[src/rtl/lfsr_seq_ctrl.sv]
// Run controller for an external registered LFSR: seeds it, steps it once per accepted
// sample and streams N samples over valid/ready. Optional period detection: LFSR_CTRL_PERIOD_CHECK_EN.
module lfsr_seq_ctrl #(
    parameter int WIDTH   = 4,
    parameter int COUNT_W = 8
) (
    input  logic               clk,
    input  logic               reset,
    input  logic               start,
    input  logic [WIDTH-1:0]   seed,
    input  logic [COUNT_W-1:0] num_samples,
    input  logic               abort,
    output logic               lfsr_load,
    output logic [WIDTH-1:0]   lfsr_seed,
    output logic               lfsr_en,
    input  logic [WIDTH-1:0]   lfsr_out,
    output logic [WIDTH-1:0]   m_data,
    output logic               m_valid,
    input  logic               m_ready,
    output logic               busy,
    output logic               done,
    output logic               seed_err,
    output logic [COUNT_W-1:0] sample_cnt,
    output logic               period_hit,
    output logic [COUNT_W-1:0] period_len
);

    typedef enum logic [1:0] {
        IDLE = 2'd0,
        LOAD = 2'd1,
        RUN  = 2'd2,
        DONE = 2'd3
    } state_t;

    state_t             state;
    state_t             state_next;
    logic [WIDTH-1:0]   seed_q;
    logic [COUNT_W-1:0] num_q;
    logic [COUNT_W-1:0] cnt_q;
    logic               done_zero_q;
    logic               seed_err_q;
    logic               handshake;
    logic               start_ok;
    logic               last_xfer;

    assign start_ok  = (state == IDLE) && start && (seed != '0) && (num_samples != '0);
    assign handshake = m_valid && m_ready;
    // cnt_q < num_q in RUN, so the increment cannot wrap.
    assign last_xfer = (cnt_q + COUNT_W'(1)) == num_q;

    // NOTE: every signal written in always_comb gets a default first so no latch is inferred.
    always_comb begin
        state_next = state;
        case (state)
            IDLE: if (start_ok) state_next = LOAD;
            LOAD: state_next = RUN;
            RUN:  if (handshake && last_xfer) state_next = DONE;
            DONE: state_next = IDLE;
            default: state_next = IDLE;
        endcase
        if (abort && (state != IDLE)) state_next = IDLE;
    end

    // NOTE: sequential state uses non-blocking assignments so every register samples pre-edge values.
    always_ff @(posedge clk) begin
        if (reset) begin
            state       <= IDLE;
            seed_q      <= '0;
            num_q       <= '0;
            cnt_q       <= '0;
            done_zero_q <= 1'b0;
            seed_err_q  <= 1'b0;
        end else begin
            state       <= state_next;
            seed_err_q  <= (state == IDLE) && start && (seed == '0);
            done_zero_q <= (state == IDLE) && start && (seed != '0) && (num_samples == '0);
            if (start_ok) begin
                seed_q <= seed;
                num_q  <= num_samples;
                cnt_q  <= '0;
            end else if (handshake) begin
                cnt_q <= cnt_q + COUNT_W'(1);
            end
        end
    end

    assign lfsr_load  = (state == LOAD);
    assign lfsr_seed  = seed_q;
    assign m_valid    = (state == RUN);
    assign m_data     = m_valid ? lfsr_out : '0;
    assign lfsr_en    = handshake;
    assign busy       = (state != IDLE);
    // An abort during the DONE cycle suppresses the completion pulse.
    assign done       = ((state == DONE) && !abort) || done_zero_q;
    assign seed_err   = seed_err_q;
    assign sample_cnt = cnt_q;

`ifdef LFSR_CTRL_PERIOD_CHECK_EN
    logic               period_seen_q;
    logic [COUNT_W-1:0] period_len_q;

    // The first transfer always carries the seed, so it is excluded from matching.
    assign period_hit = handshake && (lfsr_out == seed_q) && (cnt_q != '0);

    always_ff @(posedge clk) begin
        if (reset) begin
            period_seen_q <= 1'b0;
            period_len_q  <= '0;
        end else if (start_ok) begin
            period_seen_q <= 1'b0;
            period_len_q  <= '0;
        end else if (period_hit && !period_seen_q) begin
            period_seen_q <= 1'b1;
            period_len_q  <= cnt_q;
        end
    end

    assign period_len = period_len_q;
`else
    assign period_hit = 1'b0;
    assign period_len = '0;
`endif

endmodule

[config.mk]
export PLATFORM = sky130hd
export DESIGN_NAME = lfsr_seq_ctrl
export DESIGN_NICKNAME = d
export VERILOG_FILES = /design/src/rtl/lfsr_seq_ctrl.sv
export SDC_FILE = /design/constraint.sdc
export NUM_CORES = 1
export LEC_CHECK = 0
export ABC_AREA = 1
export CORE_MARGIN = 3
export CORE_UTILIZATION = 47
export DETAILED_ROUTE_END_ITERATION = 8
export MAX_ROUTING_LAYER = met4
export PLACE_DENSITY = 0.81
export SKIP_CTS_REPAIR_TIMING = 1
export SYNTH_ARGS = -nofsm -noshare
export SYNTH_HDL_FRONTEND = slang
export SYNTH_SLANG_ARGS = --single-unit
[constraint.sdc]
create_clock -name clk -period 3.88 [get_ports clk]
set_clock_uncertainty 0.1 [all_clocks]
set_input_delay 0.776 -clock clk [delete_from_list [all_inputs] [get_ports clk]]
set_output_delay 0.776 -clock clk [all_outputs]
set_load 0.02 [all_outputs]
==> impl_results.md, run 1 <==
- Status: finished clean
- I/O pins: 52
- CP max stage delay: roughly 0.60 ns
- Fin nets: between 200 and 300
- Crit. Startpoint: m_ready
- Share of the synthesized area in the top cell type: between 30 and 40%
- Delay-heaviest family, CP: buffers and inverters
- Post-layout min period: ~3 ns
- Overall Global Routing Usage: between 10% and 20%
- Clock Path Buffers: 2
- Yosys warns: 0
- Pleak: 0.763 nW
- TritonCTS clock tree: built
- Slew Viols, Final: 0
- TritonCTS Buffers: 3
- Clk_lat worst skew: ~0.32 ns
- Share of layout cells above drive strength 1: 9.20%
- WL/cell: approximately 11 um
- Post-DP HPWL: 2560 um
- CP bufs+invs: 3
- H-tree depth: 1
- Largest area contributor in the netlist: dfxtp_1
- Port bufs: 42
- Synth cell types: 25
- Peak Freq: between 300 and 400 MHz
- Sequential area share after synthesis: roughly a third
- # DRC: 0
- VDD IR max: about 0.33 mV
- Fillers: 261
- CP Data Required Time: roughly 3 ns
- Clock sink count: 24
- Hold Vio Cnt, Final: 0
- Fin cells: around 280
- Core area: around 2800 um^2
- Vias in the first global route: between 1k and 1.5k
- Worst r2r src: state[0]
- Total iterations of the first detailed-routing run: 4
- Number of flops mapped to enable cells by yosys: 0
- Vias/cell: between 5 and 6
- Largest net degree at the start of global routing: 17
- Inserted Diodes: 0
- Avg Inst Size Synth: slightly below 7 um^2
- Post-synthesis cell area: roughly 1400 um^2
- Asr flop ratio synth: 0%
- Global-route wire length before repair: between 5000 and 6000 um
- Maxcap violations: 0
- DR vias: 1425
- CP Class: in2out
- Initial Utilization: 50.3%
- Die area: between 3000 and 4000 um^2
- Final wirelength: roughly 3200 um
- Arrival time worst endpoint: 2.07 ns
- RSZ-0062 raised after global routing: false
- WHS: 0.382 ns
- Placed insts: around 280
- Critical path capture point type: output pin
- Overflow after GRT: 0
- Final setup fails: 0
- Fin crit share: 75.9%
- GPL Wtd Cong: about 0.9
- Die W: slightly above 60 um
- CP max-delay cell: clkdlybuf4s50_1
- Drt initial violations: around 100
- Count leader, synth: nand2_1
- Top post-synthesis cells by area: dfxtp_1, nand2_1, nand3_1
- Hold Crit Class: reg2reg
- Hold Startpoint: num_q[4]
- Ys flop type: dfxtp_1
- Synth Register Bits: 24
- Area delta synth->final: 32.0%
- Crit path cell chain: clkdlybuf4s50_1, nand2_2, inv_1, clkdlybuf4s50_1
- Final ANT Viol Nets: 0
- Initial antenna violation count: 0
- CP max FO: 7
- Root Buffer: clkbuf_4
- Crit path launch type: input port
- Setup TNS: 0 ns
- Row cnt: 19
- Commonest cells in the netlist: nand2_1, inv_1, dfxtp_1, nand3_1, nor2_1
- DIE HEIGHT: roughly 61 um
- Worst-path clk slew: 0.14 ns
- Post-Syn Instances: 207
- Cell mode on critical path: clkdlybuf4s50_1
- Final Util: 66.4%
- PD cells: 425 nW/um^2
==> logic make-up after synthesis <==
logic type	share of synthesized area (%)
AOI/OAI and AO/OA	13.0
adders and majority gates	4.43
buffers and inverters	13.5
DFF	34.0
other	0.266
and+or+nand+nor	34.8
==> cells in the final DEF, fill, tap and decap left out <==
cell,count
o21ai_0,16
nor2_1,19
a31oi_1,3
inv_1,25
clkbuf_8,1
nor4_1,3
nor2_2,2
dfxtp_1,24
conb_1,9
clkdlybuf4s50_1,42
nand3_1,24
or2_1,1
nor4_4,1
buf_4,1
ha_1,5
nand2_1,41
o21ai_1,1
nor3b_1,1
a21oi_1,11
clkbuf_4,3
inv_2,4
nand3b_1,1
nand2_2,6
a21oi_2,2
o21bai_1,1
nor2_4,3
==> path summary, 6_finish.rpt <==
kind | end | slack, ns | cells after the start
max | lfsr_en | 0.94 | 4
max reg2reg | state[1] | 1.88 | 13
min reg2reg | num_q[4] | 0.38 | 2
min | num_q[4] | 0.38 | 2
==> area by class of cell <==
type | count | area [um^2] | area share (%)
multi-input cells | 150 | 771 | 41.4
flip-flops and latches | 24 | 480 | 25.8
repair buffers | 43 | 428 | 23.0
inverters | 29 | 109 | 5.84
well taps | 31 | 38.8 | 2.08
clock buffers | 4 | 36.3 | 1.95
==> metrics by stage <==
stage	power, mW	instance area [um^2]	setup WS [ns]
6_report	0.792	1860	0.936
3_5_place_dp	0.662	1830	0.934
3_3_place_gp	0.652	1830	0.929
5_1_grt	0.848	1860	0.869
4_1_cts	0.799	1860	0.931
2_1_floorplan	0.538	1440	1.71
==> per-layer routing <==
layer	part of all wire, %	routed length (um)	GRT usage [%]
met5	0	0	-
met4	1.9	59	7.12
met3	7.9	250	4.47
met2	45	1410	28.1
met1	46	1440	23.2
==> worst reg2reg max path, cell delays in order (launching register included) <==
cell and delay (ns):
dfxtp_1 0.35, inv_1 0.11, ha_1 0.33, nand2_2 0.18
a21oi_2 0.13, nand3_1 0.07, nor2_1 0.09, nand3_1 0.07
nor2_1 0.11, nand2_1 0.09, nand2_2 0.08, nand3_1 0.08
nand2_1 0.06, nor2_1 0.04
==> where the power goes <==
part	total [mW]	switching, mW	internal (mW)
Clock	0.135	0.0779	0.0574
Combinational	0.339	0.198	0.141
Sequential	0.318	0.0302	0.288
==> flip-flops by register name (all words and copies together) (netlist names) <==
register and count:
lfsr_seed 4, sample_cnt 8, state 2, num_q 8, done_zero_q 1, seed_err 1
Note: power is estimated with default switching activity, not from simulation.
==> run 2: changes to the inputs <==
--- a/config.mk
+++ b/config.mk
@@ -7,10 +7,10 @@
 export LEC_CHECK = 0
 export ABC_AREA = 1
 export CORE_MARGIN = 3
-export CORE_UTILIZATION = 47
+export CORE_UTILIZATION = 40
 export DETAILED_ROUTE_END_ITERATION = 8
 export MAX_ROUTING_LAYER = met4
-export PLACE_DENSITY = 0.81
+export PLACE_DENSITY = 0.73
 export SKIP_CTS_REPAIR_TIMING = 1
 export SYNTH_ARGS = -nofsm -noshare
 export SYNTH_HDL_FRONTEND = slang
==> constraint.sdc (replaced) <==
create_clock -name clk -period 2.5 [get_ports clk]
set_clock_uncertainty 0.1 [all_clocks]
set_input_delay 0.5 -clock clk [delete_from_list [all_inputs] [get_ports clk]]
set_output_delay 0.5 -clock clk [all_outputs]
set_load 0.02 [all_outputs]
==> run 2 against run 1 <==
Net effect:
- sequential share of layout area down 0.69 points
- sequential power up 56%
- die area up 16%
- flip-flop and latch count unchanged
- design area up 2.8%
- via count down 0.70%
- critical endpoint unchanged
- hold slack better by 0.016 ns
- critical path depth up 1
- utilization down 6.6 points
- first-iteration DRC count up 13%
- register-to-register slack worse by 1.3 ns
- non-clock buffer count up 3
==> impl_results.md, run 2 (synthesis results as in run 1) <==
- Status: finished clean
- Root Buffer: clkbuf_4
- Setup WS post-layout: 0.128 ns (-0.809 ns)
- CP Data Required Time: 1.90 ns (-1.10 ns)
- CP max-delay cell: clkdlybuf4s50_1
- Fin crit share: between 90% and 100%
- Placed insts: 293 (+5.8%)
- Clock sink count: 24 (unchanged)
- Total iterations of the first detailed-routing run: 6 (+2)
- CP max FO: 8 (+1)
- Drt initial violations: 115 (+13%)
- Worst-path clk slew: 0.14 ns (about the same)
- Core area: 3200 um^2 (+14%)
- Hold Vio Cnt, Final: 0 (unchanged)
- Clk_lat worst skew: 0.31 ns (about the same)
- Area delta synth->final: 35.6%
- Reg2Reg Depth: 13 (unchanged)
- Overflow after GRT: 0 (unchanged)
- Peak Freq: about 420 MHz
- Fin cells: 297 (+5.7%)
- PD cells: 649 nW/um^2 (+53%)
- WL/cell: 10.5 um (-6.2%)
- Final Util: 59.8% (-6.6 points)
- Design Power: 1.24 mW (+57%)
- Pleak: 0.777 nW (+1.9%)
- GPL Wtd Cong: 0.811 (-8.5%)
- Fin nets: 280 (+1.1%)
- Final ANT Viol Nets: 0 (unchanged)
- Global-route wire length before repair: 5490 um (+8.0%)
- Fillers: 325 (+25%)
- Reg2Reg Setup Slack: 0.53 ns (-1.35 ns)
- Crit path cell chain: inv_1, ha_4, nand2_2, inv_1, clkdlybuf4s50_1
- Final wirelength: 3130 um (-0.82%)
- Die W: 65.4 um (+7.6%)
- Largest net degree at the start of global routing: 14 (-3)
- Crit path launch type: flop
- Share of layout cells above drive strength 1: 10.7% (+1.5 points)
- TritonCTS Buffers: 3 (unchanged)
- Row cnt: 20 (+1)
- Worst hold stages: 2 (unchanged)
- Maxcap violations: 0 (unchanged)
- Cell mode on critical path: inv_1
- CP bufs+invs: 3 (unchanged)
- Inserted Diodes: 0 (unchanged)
- Critical path capture point type: output pin
- RSZ-0062 raised after global routing: false
- Initial Utilization: 44.1% (-6.2 points)
- Post-layout min period: between 2 and 2.5 ns
- Setup WS pre-CTS: 0.154 ns (-0.780 ns)
- Design area: 1910 um^2 (+2.8%)
- Vias/cell: 4.76 (-6.1%)
- Slew Viols, Final: 0 (unchanged)
- Hold Path End: num_q[4]
- Initial antenna violation count: 0 (unchanged)
- Clock Path Buffers: 2 (unchanged)
- Most frequent cells in the layout: clkdlybuf4s50_1, nand2_1, inv_1, nand3_1, dfxtp_1
- # DRC: 0 (unchanged)
- Dpl cell area: 1870 um^2 (+2.1%)
- Hold Startpoint: num_q[4]
- Port bufs: 42 (unchanged)
- Vias in the first global route: 1314 (+7.0%)
- Delay-heaviest family, CP: buffers and inverters
- H-tree depth: 1 (unchanged)
- Worst r2r src: sample_cnt[0]
- Post-DP HPWL: 2530 um (-0.90%)
- CP Class: reg2out
- TritonCTS clock tree: built
- Final setup fails: 0 (unchanged)
- DIE HEIGHT: 65.4 um (+7.6%)
- Commonest non-fill, non-tap cell in the layout: clkdlybuf4s50_1
- CP max stage delay: 0.60 ns (about the same)
- Die area: 4280 um^2 (+16%)
- VDD IR max: 0.391 mV (+18%)
- Worst reg2reg path endpoint: state[1]
- I/O pins: 52 (unchanged)
- Arrival time worst endpoint: 1.77 ns (-0.30 ns)
- DR vias: 1415 (-0.70%)
- Overall Global Routing Usage: 16.1% (-2.2 points)
- Worst path depth: 5 (+1)
- Hold Crit Class: reg2reg
## run 2: cell count changes in the layout (fill, tap and decap cells not counted), sizes merged
cell  before  now
buf        1    4
## run 2: how the worst max path moves through the flow
stage / start / endpoint / slack (ns)
global route: state[0] / lfsr_en / 0.02
detailed placement: m_ready / lfsr_en / 0.15
floorplan: state[0] / lfsr_en / 0.61
finish: state[0] / lfsr_en / 0.13
CTS: state[0] / lfsr_en / -0.04
global placement: m_ready / lfsr_en / 0.15
## run 2: report_power, final
part	internal [mW]	switching [mW]	total [mW]	leakage, nW
clock	0.0888	0.117	0.205	0.0210
sequential	0.446	0.0483	0.495	0.196
combinational	0.237	0.304	0.542	0.560
total	0.773	0.469	1.24	0.777
## run 2: area by class of cell
class                           count  area [um^2]  area share (%)
Clock buffer                        4         36.3            1.90
Multi-Input combinational cell    150          783            40.9
Sequential cell                    24          480            25.1
Timing Repair Buffer               46          450            23.5
Tap cell                           44         55.1            2.88
Inverter                           29          109            5.69
## run 2: routing by layer
| metal | vias to the layer above | track usage (%) | part of all wire [%] |
|---|---|---|---|
| met4 | 0 | 2.33 | 0.70 |
| met5 | - | - | 0 |
| met3 | 2 | 3.08 | 5.7 |
| met1 | 616 | 22.0 | 50 |
| met2 | 47 | 25.4 | 43 |
| li1 | 750 | - | - |
## run 2: per-stage QoR
stage,TNS [ns],hold slack (ns)
global route,0,0.416
detailed placement,0,0.375
CTS,-0.0355,0.394
global placement,0,0.359
finish,0,0.399
floorplan,0,0.344
## run 2: worst register-to-register path: cells and delay by family (launching register included)
kind	cells	cell delay, ns
flip-flops	1	0.54
adder cells (fa/ha/maj)	1	0.24
AND/OR/NAND/NOR	12	1.00
==> run 3: changes to the inputs <==
--- a/config.mk
+++ b/config.mk
@@ -15,3 +15,4 @@
 export SYNTH_ARGS = -nofsm -noshare
 export SYNTH_HDL_FRONTEND = slang
 export SYNTH_SLANG_ARGS = --single-unit
+export TNS_END_PERCENT = 10
==> results of run 3 <==
Final layout, timing and power as in run 2 (identical DEF).
